File: config.mk
export PLATFORM = sky130hd
export DESIGN_NAME = debounce_scan_ctrl
export DESIGN_NICKNAME = d
export VERILOG_FILES = /design/src/rtl/debounce_scan_ctrl.sv
export SDC_FILE = /design/constraint.sdc
export NUM_CORES = 1
export LEC_CHECK = 0
export ABC_AREA = 0
export CORE_AREA = 2 2 85 87
export CTS_CLUSTER_DIAMETER = 60
export DETAILED_ROUTE_END_ITERATION = 12
export DIE_AREA = 0 0 87 89
export GPL_TIMING_DRIVEN = 0
export SLEW_MARGIN = 20
export SYNTH_ARGS = -nofsm -noshare
export SYNTH_HDL_FRONTEND = slang
export SYNTH_SLANG_ARGS = --single-unit
File: constraint.sdc
create_clock -name clk -period 3 [get_ports clk]
set_input_delay 0.6 -clock clk [delete_from_list [all_inputs] [get_ports clk]]
set_output_delay 0.6 -clock clk [all_outputs]
set_load 0.05 [all_outputs]
File: src/rtl/debounce_scan_ctrl.sv
`default_nettype none
// ============================================================================
//  Module   : debounce_scan_ctrl
//  Purpose  : Time-multiplexed debouncer for a bank of N_CH switches.
//             A shared prescaler issues one sample tick every TICK_DIV clocks.
//             On each tick a scan FSM visits every channel, one per clock.
//             Each visit updates a small per-channel stability counter.
//             A new level is accepted once STABLE_CNT consecutive samples
//             differ from the current debounced level.
//  Ports    : clk        - system clock
//             reset      - synchronous, active-high reset
//             sw         - raw asynchronous switch inputs [N_CH]
//             enable     - 1 = prescaler runs, 0 = prescaler holds its value
//             db_level   - registered debounced level per channel
//             db_rise    - one-clock pulse when db_level[i] goes 0->1
//             db_fall    - one-clock pulse when db_level[i] goes 1->0
//             scan_busy  - high while the FSM is scanning channels
//  Revision : 1.0 - initial release
// ============================================================================
module debounce_scan_ctrl #(
    parameter int N_CH       = 4,
    parameter int TICK_DIV   = 50000,
    parameter int STABLE_CNT = 20
) (
    input  logic            clk,
    input  logic            reset,
    input  logic [N_CH-1:0] sw,
    input  logic            enable,
    output logic [N_CH-1:0] db_level,
    output logic [N_CH-1:0] db_rise,
    output logic [N_CH-1:0] db_fall,
    output logic            scan_busy
);

    localparam int c_cnt_w = $clog2(STABLE_CNT + 1);
    localparam int c_idx_w = (N_CH > 1) ? $clog2(N_CH) : 1;
    localparam int c_pre_w = $clog2(TICK_DIV);

    localparam logic [c_pre_w-1:0] c_pre_last = c_pre_w'(TICK_DIV - 1);
    localparam logic [c_pre_w-1:0] c_pre_one  = c_pre_w'(1);
    localparam logic [c_idx_w-1:0] c_idx_last = c_idx_w'(N_CH - 1);
    localparam logic [c_idx_w-1:0] c_idx_one  = c_idx_w'(1);
    localparam logic [c_cnt_w-1:0] c_cnt_max  = c_cnt_w'(STABLE_CNT - 1);
    localparam logic [c_cnt_w-1:0] c_cnt_one  = c_cnt_w'(1);

    typedef enum logic [0:0] {
        ST_IDLE = 1'b0,
        ST_SCAN = 1'b1
    } state_t;

    state_t               r_state;
    state_t               w_state_nxt;

    logic [N_CH-1:0]      r_sync1;
    logic [N_CH-1:0]      r_sw_s;
    logic [c_pre_w-1:0]   r_presc;
    logic                 w_tick;
    logic [c_idx_w-1:0]   r_idx;
    logic [c_cnt_w-1:0]   r_cnt [N_CH];

    logic                 w_cur_sw;
    logic                 w_cur_lvl;
    logic [c_cnt_w-1:0]   w_cur_cnt;
    logic                 w_idx_last;

    // ------------------------------------------------------------------
    // Two-flop synchronizer; only r_sw_s is used downstream.
    // ------------------------------------------------------------------
    always_ff @(posedge clk) begin
        if (reset) begin
            r_sync1 <= '0;
            r_sw_s  <= '0;
        end else begin
            r_sync1 <= sw;
            r_sw_s  <= r_sync1;
        end
    end

    // ------------------------------------------------------------------
    // Shared prescaler. It freezes (not clears) when enable is low, so
    // the tick phase resumes where it left off.
    // ------------------------------------------------------------------
    always_ff @(posedge clk) begin
        if (reset) begin
            r_presc <= '0;
        end else if (enable) begin
            if (r_presc == c_pre_last) begin
                r_presc <= '0;
            end else begin
                r_presc <= r_presc + c_pre_one;
            end
        end
    end

    assign w_tick = (r_presc == c_pre_last) && enable;

    // ------------------------------------------------------------------
    // Scan FSM
    // ------------------------------------------------------------------
    always_ff @(posedge clk) begin
        if (reset) begin
            r_state <= ST_IDLE;
        end else begin
            r_state <= w_state_nxt;
        end
    end

    assign w_idx_last = (r_idx == c_idx_last);

    always_comb begin
        w_state_nxt = r_state;
        case (r_state)
            ST_IDLE: begin
                if (w_tick) begin
                    w_state_nxt = ST_SCAN;
                end
            end
            ST_SCAN: begin
                // A scan always finishes, even if enable drops meanwhile.
                if (w_idx_last) begin
                    w_state_nxt = ST_IDLE;
                end
            end
            default: begin
                w_state_nxt = ST_IDLE;
            end
        endcase
    end

    assign scan_busy = (r_state == ST_SCAN);

    // ------------------------------------------------------------------
    // Per-channel datapath for the channel currently being visited.
    // ------------------------------------------------------------------
    assign w_cur_sw  = r_sw_s[r_idx];
    assign w_cur_lvl = db_level[r_idx];
    assign w_cur_cnt = r_cnt[r_idx];

    always_ff @(posedge clk) begin
        if (reset) begin
            r_idx    <= '0;
            db_level <= '0;
            db_rise  <= '0;
            db_fall  <= '0;
            for (int i = 0; i < N_CH; i++) begin
                r_cnt[i] <= '0;
            end
        end else begin
            // Edge pulses last a single clock unless re-armed below.
            db_rise <= '0;
            db_fall <= '0;

            if (r_state == ST_SCAN) begin
                if (w_cur_sw == w_cur_lvl) begin
                    // Input fell back to the accepted level: a glitch.
                    r_cnt[r_idx] <= '0;
                end else if (w_cur_cnt == c_cnt_max) begin
                    db_level[r_idx] <= w_cur_sw;
                    r_cnt[r_idx]    <= '0;
                    if (w_cur_sw) begin
                        db_rise[r_idx] <= 1'b1;
                    end else begin
                        db_fall[r_idx] <= 1'b1;
                    end
                end else begin
                    r_cnt[r_idx] <= w_cur_cnt + c_cnt_one;
                end

                if (!w_idx_last) begin
                    r_idx <= r_idx + c_idx_one;
                end
            end else if (w_tick) begin
                r_idx <= '0;
            end
        end
    end

endmodule
`default_nettype wire

# Word level (Yosys, flattened, before mapping)
# Memory sizes are Yosys's and may differ from the RTL's. A register that Yosys moved wholly into a read port is not among the register bits.
# Cells that the tools add are included.
dict set report op_classes {
  addsub 3
  n_lt_le_gt_ge 2
  n_eq_ne 5
  n_mux 37
  bitwise_logic 6
  reduce_logical 8
}
# op count
set ops {}
lappend ops {{2-to-1 mux 1 bit} 22}
lappend ops {{adder 16 x 1 -> 16 bit (second input constant)} 1}
lappend ops {{equality test 16 bit (second input constant)} 1}
lappend ops {{2-to-1 mux 16 bit} 1}
lappend ops {{2-to-1 mux 5 bit} 3}
lappend ops {{OR reduction 5 bit} 3}
lappend ops {{2-to-1 mux 2 bit} 6}
lappend ops {{adder 5 x 1 -> 5 bit (second input constant)} 1}
lappend ops {{equality test 5 bit (second input constant)} 1}
lappend ops {{binary-select mux 1 bit (select 2 bit)} 2}
lappend ops {{bitwise mux 4 bit} 1}
lappend ops {{NOT 1 bit} 4}
lappend ops {{less-than comparator 2 x 3 -> 1 bit (second input constant)} 1}
lappend ops {{AND reduction 3 bit} 1}
lappend ops {{adder 2 x 1 -> 2 bit (second input constant)} 1}
lappend ops {{demux 1 bit (select 2 bit)} 1}
lappend ops {{equality test 2 bit (second input constant)} 1}
lappend ops {{>= comparator 2 x 1 -> 1 bit (second input constant)} 1}
lappend ops {{logical AND 1 bit} 2}
lappend ops {{inequality test 2 bit (second input constant)} 1}
lappend ops {{OR 1 bit} 2}
lappend ops {{one-hot mux 1 bit (2 select lines)} 1}
lappend ops {{AND reduction 2 bit} 1}
lappend ops {{nonzero test 2 bit} 1}
lappend ops {{equality test 1 bit} 1}
dict set report word_totals {
  regBits 39
  mem_bits_rw 20
  in_bits 7
  memories 1
}
# memory words width read_ports rd_clocked_by_memory_dff wr line
set memory_table {}
lappend memory_table {r_cnt 4 5 1 1 4 59} ;# logic [c_cnt_w-1:0] r_cnt [N_CH];

# Depth between registers and ports, before layout
dict set report depth {
  word_depth 11
  mapped_depth 7
}

# Worst setup path before layout
# No wires, ideal clock.
dict set report synth_timing {
  path_kind {reg2reg}
  start {register (tool-made name)}
  end {register db_level[0]}
  t_arrival_ns 1.948
  t_required_ns 2.881
  path_slack_ns 0.933
  stages_incl_launch_ff 7
  path_buffers 1
  period_less_slack_ns 2.067
  cell_sequence {dfxtp_1 -> buf_6 -> mux4_1 -> ha_1 -> and4bb_2 -> and3_1 -> o21bai_1}
}
# element line
set synth_rtl {}
lappend synth_rtl {{end signal: indexed assignment} 158} ;# db_level[r_idx] <= w_cur_sw;
lappend synth_rtl {{end: declaration} 29} ;# output logic [N_CH-1:0] db_level,

==> metrics.txt <==
run status completed; antenna violations before repair 0; largest family of logic cells by synthesized area simple AND/OR/NAND/NOR gates; CP peak stage delay around 640 ps; drc violations 0; core area around 6700 um2; post_cts resized 0; # IOs 20; CP required 3210 ps; ANT cells 0; r2r setup slk slightly above 700 ps; ys flop type dfxtp_1; maximum fanout along the worst path 10; register area share after synthesis between 50% and 60%; clk_lat worst skew 340 ps; largest net degree at the start of global routing 11; Syn Nets between 200 and 250; clk buf depth 2; top-area cell type share of the netlist area roughly 31%; min-delay src r_sync1[3]; Post-Synthesis Cells 230; Fillers between 600 and 700; total chip power 1660 uW; final net count roughly 270; dpl hpwl about 3.4 mm; capturing point of the worst reg2reg path r_cnt[2][1]; synthesized flop and latch total 61; Max IR drop VDD about 0.34 mV; Worst Setup Path Type in -> reg; Reg clk slew, reported paths ~60 ps; area of the mapped netlist approximately 2600 um2; worst-path cell chain clkdlybuf4s50_1 > and4_1 > nand4_1 > nand2_1 > clkbuf_1 > nor2_1; Critical Path Slowest Stage Cell clkdlybuf4s50_1; Setup Viol. Count Final 0; Fin Clk Skew a little under 10 ps; Yosys Warn Count 0; XOR/XNOR Fraction of Synth Area under 10%; HP Class reg -> reg; layout cells sized above 1 between 10% and 20%; Clock Tree Root clkbuf_8; CTS tree built; fraction of the mapped netlist area in adder cells between 2 and 3%; Slew Viols, Final 0; CTS buffer count 9; Area Overhead vs Synth 18.8%; # port buffers 19; synth top area cells dfxtp_1, edfxtp_1, nor2_1; WL/cell ~14 um; post-synthesis compound-gate area fraction 4.03%; LEAKAGE around 0.0011 uW; Mean Syn Cell Area 11.5 um2; Die Y around 89 um; Setup crit end kind flop; Post-synth ARST share 0%; setup bufs post-CTS 0; hold_buf cts 0; hold depth 1; drt total wl just under 5 mm; Hold Path Sink r_sw_s[3]; multiplexer share of the synthesized area 6.64%; Post-DRT Antenna Nets 0; Critical Path Source enable; Site Rows 30; worst r2r path cells 6; setup_tns 0 ps; Final min period about 2300 ps; period utilization roughly three quarters; DR vias 1754; Initial Util 39.3%; final core utilization a little under half; DRT iter0 DRCs 96; H-Tree Depth 3; startpoint types primary input; Final Wtd Congestion between 0.8 and 0.9; clock sink count 61; most frequent cells in the layout dfxtp_1, nor2_1, edfxtp_1; worst path arrival time around 2500 ps; Max Cap Viol 0; Hold Fails Final Rpt 0; slew margin rel. 59.0%; DRT Pass-1 Iters 4; overflow left after global routing 0; die area 7740 um2; Post-synth EDFFs 20; Fmax roughly 440 MHz; most common cell after layout, fill and taps aside dfxtp_1; overall global routing resource usage roughly 15%; Unique masters post-synth 46; DIE WIDTH between 80 and 90 um; number of global-route vias before repair roughly 1800; Worst-Margin Slew 609 ps; first-pass GRT wire length around 8.5 mm; Synth Area in Simple Gates around a quarter; cell taking the most area after synthesis dfxtp_1; RSZ-0062 raised after global routing no; PD cells roughly 530 nW/um2; Avg Vias per Cell just over 5
[synthesized netlist by cell type, types with 2 or more instances]
cell	n
and2_1	4
a21oi_1	6
nor3_1	4
xor2_1	5
nand3_1	11
ha_1	6
nand2b_1	3
nand4_1	5
nor4b_1	2
xnor2_1	10
and3_1	4
mux4_1	2
and4_1	3
inv_1	5
a41o_1	2
dfxtp_1	41
nor2b_1	8
o211ai_1	2
mux4_2	5
edfxtp_1	20
nor4bb_1	2
nor2_1	35
o21bai_1	2
nor4_1	5
nand2_1	12
o21ai_0	2
or3_1	2
clkbuf_1	3
or2_2	2
[cell families (layout without fill, tap and decap cells)]
kind of cell,count (synthesis),after routing
DFF,61,61
xor gates and xnor gates,16,16
muxes,8,8
buffers and inverters,11,46
adders and majority gates,6,6
and+or+nand+nor,112,112
AOI/OAI and AO/OA,16,16
[state kept, by name, indices dropped and copies added (netlist names), named ones only]
signal and cells:
db_fall 4, db_level 4, db_rise 4, r_cnt 20, r_idx 2, r_presc 16
r_sw_s 4, r_sync1 4, scan_busy 1
[critical path: cells and delay by family]
| family | cells | cell delay [ps] |
|---|---|---|
| buffers and inverters | 2 | 1020 |
| and+or+nand+nor | 4 | 870 |
[final cells by class]
cell class	count	area [um2]	area share [%]
inverters	6	22.5	0.719
plain buffers	5	30.0	0.958
well taps	80	100	3.19
repair buffers	19	190	6.07
multi-input cells	158	1160	37.1
clock inverters	2	12.5	0.399
flip-flops and latches	61	1420	45.3
clock buffers	14	194	6.19
[stage by stage]
stage               hold slack [ps]  setup slack (ps)  std cells  cell area [um2]
floorplan                       414               933        230             2640
detailed placement              425               289        329             2930
global route                    472               500        345             3130
global placement                419               318        329             2930
CTS                             441               657        345             3130
finish                          436               714        345             3130
[worst max-delay path by stage]
stage | to | slack (ps) | cells after the start
after floorplan | db_level[0] | 930 | 6
after global placement | r_presc[8] | 320 | 6
after detailed placement | r_presc[12] | 290 | 6
after CTS | r_presc[12] | 660 | 6
after global routing | r_cnt[2][1] | 500 | 6
final | r_presc[12] | 710 | 6
[where the power goes]
group / switching [uW] / internal, uW
sequential: 7.01 / 868
combinational: 30.8 / 22.8
clock: 318 / 417
[per-layer routing]
layer,global-route usage (%),vias to the layer above,share of wire (%)
li1,-,889,-
met2,23.2,22,47
met4,4.69,0,1.3
met3,6.37,7,3.5
met1,18.3,836,48
met5,0,-,0
No activity file was read; power rests on OpenSTA's default activity.
